### src/rtl/adder_pkg.sv
// Shared constants and elaboration helpers for the pipelined adder/subtractor.
// Stage count and parameter sanity are computed here so every user agrees on them.
package adder_pkg;

  localparam logic MODE_ADD = 1'b0;
  localparam logic MODE_SUB = 1'b1;

  function automatic int calc_stages(input int width, input int seg);
    return (seg >= 1) ? width / seg : 1;
  endfunction

  function automatic bit cfg_ok(input int width, input int seg);
    return (seg >= 1) && (width >= seg) && ((width % seg) == 0);
  endfunction

endpackage

### src/rtl/adder_pipe_slice.sv
// One SEG-bit slice of the carry chain: purely combinational sum, carry-out
// and the carry into the slice MSB (needed for signed overflow on the top slice).
module adder_slice #(
  parameter int SEG = 4
) (
  input  logic [SEG-1:0] i_a,
  input  logic [SEG-1:0] i_b,
  input  logic           i_cin,
  output logic [SEG-1:0] o_sum,
  output logic           o_cout,
  output logic           o_cmsb
);

  logic [SEG:0] w_full;

  assign w_full = {1'b0, i_a} + {1'b0, i_b} + {{SEG{1'b0}}, i_cin};
  assign o_sum  = w_full[SEG-1:0];
  assign o_cout = w_full[SEG];
  // Sum bit = a ^ b ^ carry-in, so the MSB carry-in falls out of the MSB sum.
  assign o_cmsb = i_a[SEG-1] ^ i_b[SEG-1] ^ w_full[SEG-1];

endmodule

### src/rtl/adder_pipe.sv
// Pipelined ripple-carry adder/subtractor: one SEG-bit slice per stage, with
// skewed operands travelling forward and completed sum slices de-skewed behind.
module adder_pipe
  import adder_pkg::*;
#(
  parameter int WIDTH = 16,
  parameter int SEG   = 4
) (
  input  logic             clk,
  input  logic             rst,
  input  logic             in_valid,
  output logic             in_ready,
  input  logic [WIDTH-1:0] a,
  input  logic [WIDTH-1:0] b,
  input  logic             cin,
  input  logic             sub,
  output logic             out_valid,
  input  logic             out_ready,
  output logic [WIDTH-1:0] sum,
  output logic             cout,
  output logic             overflow
);

  localparam int STAGES = calc_stages(WIDTH, SEG);

  if (!cfg_ok(WIDTH, SEG)) begin : g_cfg_check
    $error("adder_pipe: WIDTH must be a positive multiple of SEG");
  end

  logic             w_stall;
  logic [WIDTH-1:0] w_bops;
  logic             w_c0;

  // Subtraction is a + ~b + 1; a borrow-in simply cancels the +1.
  assign w_bops   = b ^ {WIDTH{sub == MODE_SUB}};
  assign w_c0     = cin ^ (sub == MODE_SUB);
  assign w_stall  = out_valid && !out_ready;
  assign in_ready = !w_stall;

  genvar gi;
  for (gi = 0; gi < STAGES; gi++) begin : g_stage
    localparam int LO = gi * SEG;

    logic [SEG-1:0]    w_sa;
    logic [SEG-1:0]    w_sb;
    logic [SEG-1:0]    w_ss;
    logic              w_ci;
    logic              w_co;
    logic              w_cmsb;
    logic              w_vin;
    logic [LO+SEG-1:0] w_sum_next;
    logic [LO+SEG-1:0] r_sum;
    logic              r_carry;
    logic              r_valid;

    if (gi == 0) begin : g_head
      assign w_vin      = in_valid;
      assign w_sa       = a[SEG-1:0];
      assign w_sb       = w_bops[SEG-1:0];
      assign w_ci       = w_c0;
      assign w_sum_next = w_ss;
    end else begin : g_body
      assign w_vin      = g_stage[gi-1].r_valid;
      assign w_sa       = g_stage[gi-1].g_skew.r_a[SEG-1:0];
      assign w_sb       = g_stage[gi-1].g_skew.r_b[SEG-1:0];
      assign w_ci       = g_stage[gi-1].r_carry;
      assign w_sum_next = {w_ss, g_stage[gi-1].r_sum};
    end

    adder_slice #(.SEG(SEG)) u_slice (
      .i_a   (w_sa),
      .i_b   (w_sb),
      .i_cin (w_ci),
      .o_sum (w_ss),
      .o_cout(w_co),
      .o_cmsb(w_cmsb)
    );

    always_ff @(posedge clk or posedge rst) begin
      if (rst) begin
        r_valid <= 1'b0;
        r_carry <= 1'b0;
        r_sum   <= '0;
      end else if (!w_stall) begin
        r_valid <= w_vin;
        if (w_vin) begin
          r_carry <= w_co;
          r_sum   <= w_sum_next;
        end
      end
    end

    if (gi < STAGES - 1) begin : g_skew
      localparam int SW = WIDTH - LO - SEG;

      logic [SW-1:0] w_a_next;
      logic [SW-1:0] w_b_next;
      logic [SW-1:0] r_a;
      logic [SW-1:0] r_b;
      logic          w_unused_cmsb;

      assign w_unused_cmsb = w_cmsb;

      if (gi == 0) begin : g_src_in
        assign w_a_next = a[WIDTH-1:SEG];
        assign w_b_next = w_bops[WIDTH-1:SEG];
      end else begin : g_src_prev
        assign w_a_next = g_stage[gi-1].g_skew.r_a[SW+SEG-1:SEG];
        assign w_b_next = g_stage[gi-1].g_skew.r_b[SW+SEG-1:SEG];
      end

      always_ff @(posedge clk or posedge rst) begin
        if (rst) begin
          r_a <= '0;
          r_b <= '0;
        end else if (!w_stall && w_vin) begin
          r_a <= w_a_next;
          r_b <= w_b_next;
        end
      end
    end else begin : g_tail
      logic r_ovf;

      always_ff @(posedge clk or posedge rst) begin
        if (rst) begin
          r_ovf <= 1'b0;
        end else if (!w_stall && w_vin) begin
          r_ovf <= w_co ^ w_cmsb;
        end
      end
    end
  end

  assign out_valid = g_stage[STAGES-1].r_valid;
  assign sum       = g_stage[STAGES-1].r_sum;
  assign cout      = g_stage[STAGES-1].r_carry;
  assign overflow  = g_stage[STAGES-1].g_tail.r_ovf;

endmodule

### config.mk
export PLATFORM = sky130hd
export DESIGN_NAME = adder_pipe
export DESIGN_NICKNAME = d
export VERILOG_FILES = /design/src/rtl/adder_pkg.sv /design/src/rtl/adder_pipe_slice.sv /design/src/rtl/adder_pipe.sv
export SDC_FILE = /design/constraint.sdc
export NUM_CORES = 1
export LEC_CHECK = 0
export ABC_AREA = 0
export CAP_MARGIN = 20
export CELL_PAD_IN_SITES_DETAIL_PLACEMENT = 1
export CELL_PAD_IN_SITES_GLOBAL_PLACEMENT = 2
export CORE_ASPECT_RATIO = 0.6
export CORE_MARGIN = 2
export CORE_UTILIZATION = 39
export DETAILED_ROUTE_END_ITERATION = 10
export GPL_TIMING_DRIVEN = 0
export PLACE_DENSITY = 0.83
export SLEW_MARGIN = 20
export SYNTH_ARGS = -nofsm -noshare
export SYNTH_HDL_FRONTEND = slang
export SYNTH_SLANG_ARGS = --single-unit
### constraint.sdc
create_clock -name clk -period 3.6 [get_ports clk]
set_clock_uncertainty 0.2 [all_clocks]
set_input_delay 0.54 -clock clk [delete_from_list [all_inputs] [get_ports clk]]
set_output_delay 0.54 -clock clk [all_outputs]
set_load 0.02 [all_outputs]
==> impl_results.md <==
- Sw power: 1.629 mW
- Fraction of layout cells with a size suffix above 1: 25.83%
- Row count: 30
- CP required: 2860 ps
- Mapped Cells: 318
- Hold slack: 282.7 ps
- Place WS: 881.7 ps
- CTS tree: done
- Top cell type's share of synthesized area: 53.24%
- Reg2reg start: g_stage[2].r_carry
- Reg2reg path depth: 6
- Hold/Removal Path Class: reg2reg
- Final Max Tran Viols: 0
- Post-CTS Hold Fix Bufs: 0
- Core Region: 0.01134 mm²
- Residual DRC: 0
- Top cells by count, synth: 97 x dfrtp_1, 51 x mux2_4, 32 x nand2_1, 27 x o21ai_0
- RSZ-0062 raised after global routing: false
- Root Buffer: clkbuf_16
- Initial Util: 40.22%
- Mapped Nets: 376
- Total setup buffers inserted after CTS: 0
- Final wirelength: 8883 µm
- Critical Path Source Type: input pin
- Flop pwr share: 37.6%
- Post-synth EDFFs: 0
- Critical path buffer and inverter count: 3
- Clock network power share: 20.3%
- R2R Setup Slk: 1360 ps
- Leading area contributor after synthesis: dfrtp_1
- Avg WL per Cell: 16.12 µm
- Synthesis-to-layout area growth: 24.40%
- Cell mode on critical path: clkdlybuf4s50_1
- Vias in the first global route: 2789
- Worst Path Arrival: 1900 ps
- Top FF cell, synth: dfrtp_1
- Yosys cell types: 29
- Max clock buf depth: 2
- Leakage: 2.646 nW
- Finished Layout Cells: 551
- Worst setup path end: in_ready
- Port bufs: 56
- Reg clk slew, reported paths: 70 ps
- R2R Path End: overflow
- Cell area after synthesis: 0.004559 mm²
- Status: finished clean
- Initial drt markers: 78
- Wire length of the first global-routing pass: 14780 µm
- CP Launch Point: out_ready
- Fmax: 0.3782 GHz
- Synthesis Warnings: 0
- DR vias/cell: 4.588
- Slowest-stage cell, CP: clkdlybuf4s50_1
- Grt total ovfl: 0
- Initial antenna violation count: 0
- Final nets: 444
- Max-cap violations: 0
- Fin worst setup slack: 955.7 ps
- DP HPWL: 6554 µm
- Period utilization: 73.45%
- Final setup violation count: 0
- CP Depth: 4
- Critical Path Sink Type: output pin
- Num ports: 58
- Post-CTS resize count: 0
- CP max stage delay: 560 ps
- Global placement routability congestion: 0.7157
- Maximum vdd drop: 0.0002850 V
- DR vias: 2528
- Slew @ Worst Pin: 411.3 ps
- Int Pwr: 3.426 mW
- ANT cells: 0
- Die height: 87.75 µm
- Sw Share: 32.22%
- Antenna-violating nets left: 0
- Critical-path maximum fanout: 6
- Fin util: 50.03%
- Placed instance count: 535
- Tmin final: 2644 ps
- H-tree level count: 3
- Die area: 0.01260 mm²
- Largest delay share family, worst path: buffers and inverters
- First-pass DRT Iterations: 4
- Final Hold Fails: 0
- Avg Inst Size Synth: 14.34 µm²
- Area contributors post-synth: dfrtp_1 53%, mux2_4 17%, fa_1 3.5%, mux2_2 3.5%, ha_1 3.3%
- Asr flop ratio synth: 100.0%
- Seq/Total Area, Yosys: 53.24%
- Most instantiated library cell after synthesis: dfrtp_1
- GRT Total Usage: 15.64%
- Synth Register Bits: 97
- Combinational power share: 42.1%
- Critical-path cell list: clkdlybuf4s50_1 > nor2b_4 > inv_8 > clkdlybuf4s50_1
- Pwr dens: 891.4 mW/mm²
- CTS Sinks: 97
- CTS buffer count: 9
- Die Width: 143.6 µm
- Setup CP Type: in2out
- Max_slew headroom: 72.58%
- Clock Latency Late Sink: 340 ps
- Largest net degree at the start of global routing: 57
-- logic make-up (layout without fill, tap and decap cells) --
logic type,after synthesis,count (layout),synth area share (%)
adders and majority gates,20,20,6.806
and+or+nand+nor,43,43,5.050
xor gates and xnor gates,25,25,4.802
muxes,65,65,20.25
AOI/OAI and AO/OA,43,43,5.159
buffers and inverters,25,98,4.693
DFF,97,97,53.24
-- cells in the final DEF (no fill, tap or decap), types with 5 or more instances in the layout --
cell type | netlist | layout
buf_12 | 5 | 5
clkbuf_16 | 0 | 9
dfrtp_1 | 97 | 97
mux2_2 | 14 | 14
ha_1 | 12 | 12
inv_1 | 11 | 10
o21ai_0 | 27 | 27
xor2_1 | 11 | 11
xnor2_1 | 14 | 14
clkdlybuf4s50_1 | 0 | 56
fa_1 | 8 | 8
nand2_1 | 32 | 32
a21oi_1 | 7 | 7
mux2_4 | 51 | 51
a21o_1 | 5 | 5
-- tightest hold or removal path, stage by stage, from the launching register on --
cell,delay [ps]
dfrtp_1,340
nand2_1,50
o21ai_0,60
-- how the worst min path moves through the flow --
stage / slack (ps) / end / cells after the start / from
after floorplan: 250 / g_stage[1].r_sum[5] / 2 / g_stage[1].r_sum[5]
after global placement: 260 / sum[14] / 2 / sum[14]
after detailed placement: 280 / g_stage[0].g_skew.r_b[11] / 2 / g_stage[0].g_skew.r_b[11]
after CTS: 290 / g_stage[2].r_sum[9] / 2 / g_stage[2].r_sum[9]
after global routing: 310 / g_stage[1].r_sum[1] / 1 / g_stage[0].r_sum[1]
final: 280 / g_stage[2].r_sum[9] / 2 / g_stage[2].r_sum[9]
-- registers in the layout, indices dropped and copies added (netlist names) --
name	flops
out_valid	1
g_stage.r_sum	24
cout	1
sum	16
g_stage.g_skew.r_a	24
g_stage.r_valid	3
g_stage.g_skew.r_b	24
g_stage.r_carry	3
overflow	1
-- final cells by class --
class / instances / area, µm²
buffer: 13 / 161.4
clock buffer: 10 / 229.0
clock inverter: 6 / 90.09
fill: 1151 / 5664
inverter: 12 / 57.56
multi-input combinational: 196 / 1918
sequential: 97 / 2427
tap: 160 / 200.2
timing repair buffer: 57 / 588.1
-- layer usage --
metal  global-route usage [%]  up-vias  share of wire, %
met5                        0        -                 0
met4                    3.743        0              0.64
met3                    4.429        7               3.9
met2                    23.90       50                44
met1                    22.27     1254                51
li1                         -     1217                 -
-- per-stage QoR --
step,total power [mW],cell area [µm²],setup TNS (ps)
4_1_cts,5.138,5672,0
2_1_floorplan,3.430,4559,0
6_report,5.056,5672,0
5_1_grt,5.405,5672,0
3_5_place_dp,4.075,5353,0
3_3_place_gp,3.970,5320,-116220
-- power by group through the flow --
stage	clock (mW)	sequential [mW]	combinational, mW
after floorplan	0	1.95	1.48
after detailed placement	0	1.92	2.15
after CTS	1.06	1.91	2.17
final	1.03	1.90	2.13
after global placement	0	1.89	2.08
after global routing	1.10	1.96	2.35
Power figures use the tool's default switching activity.
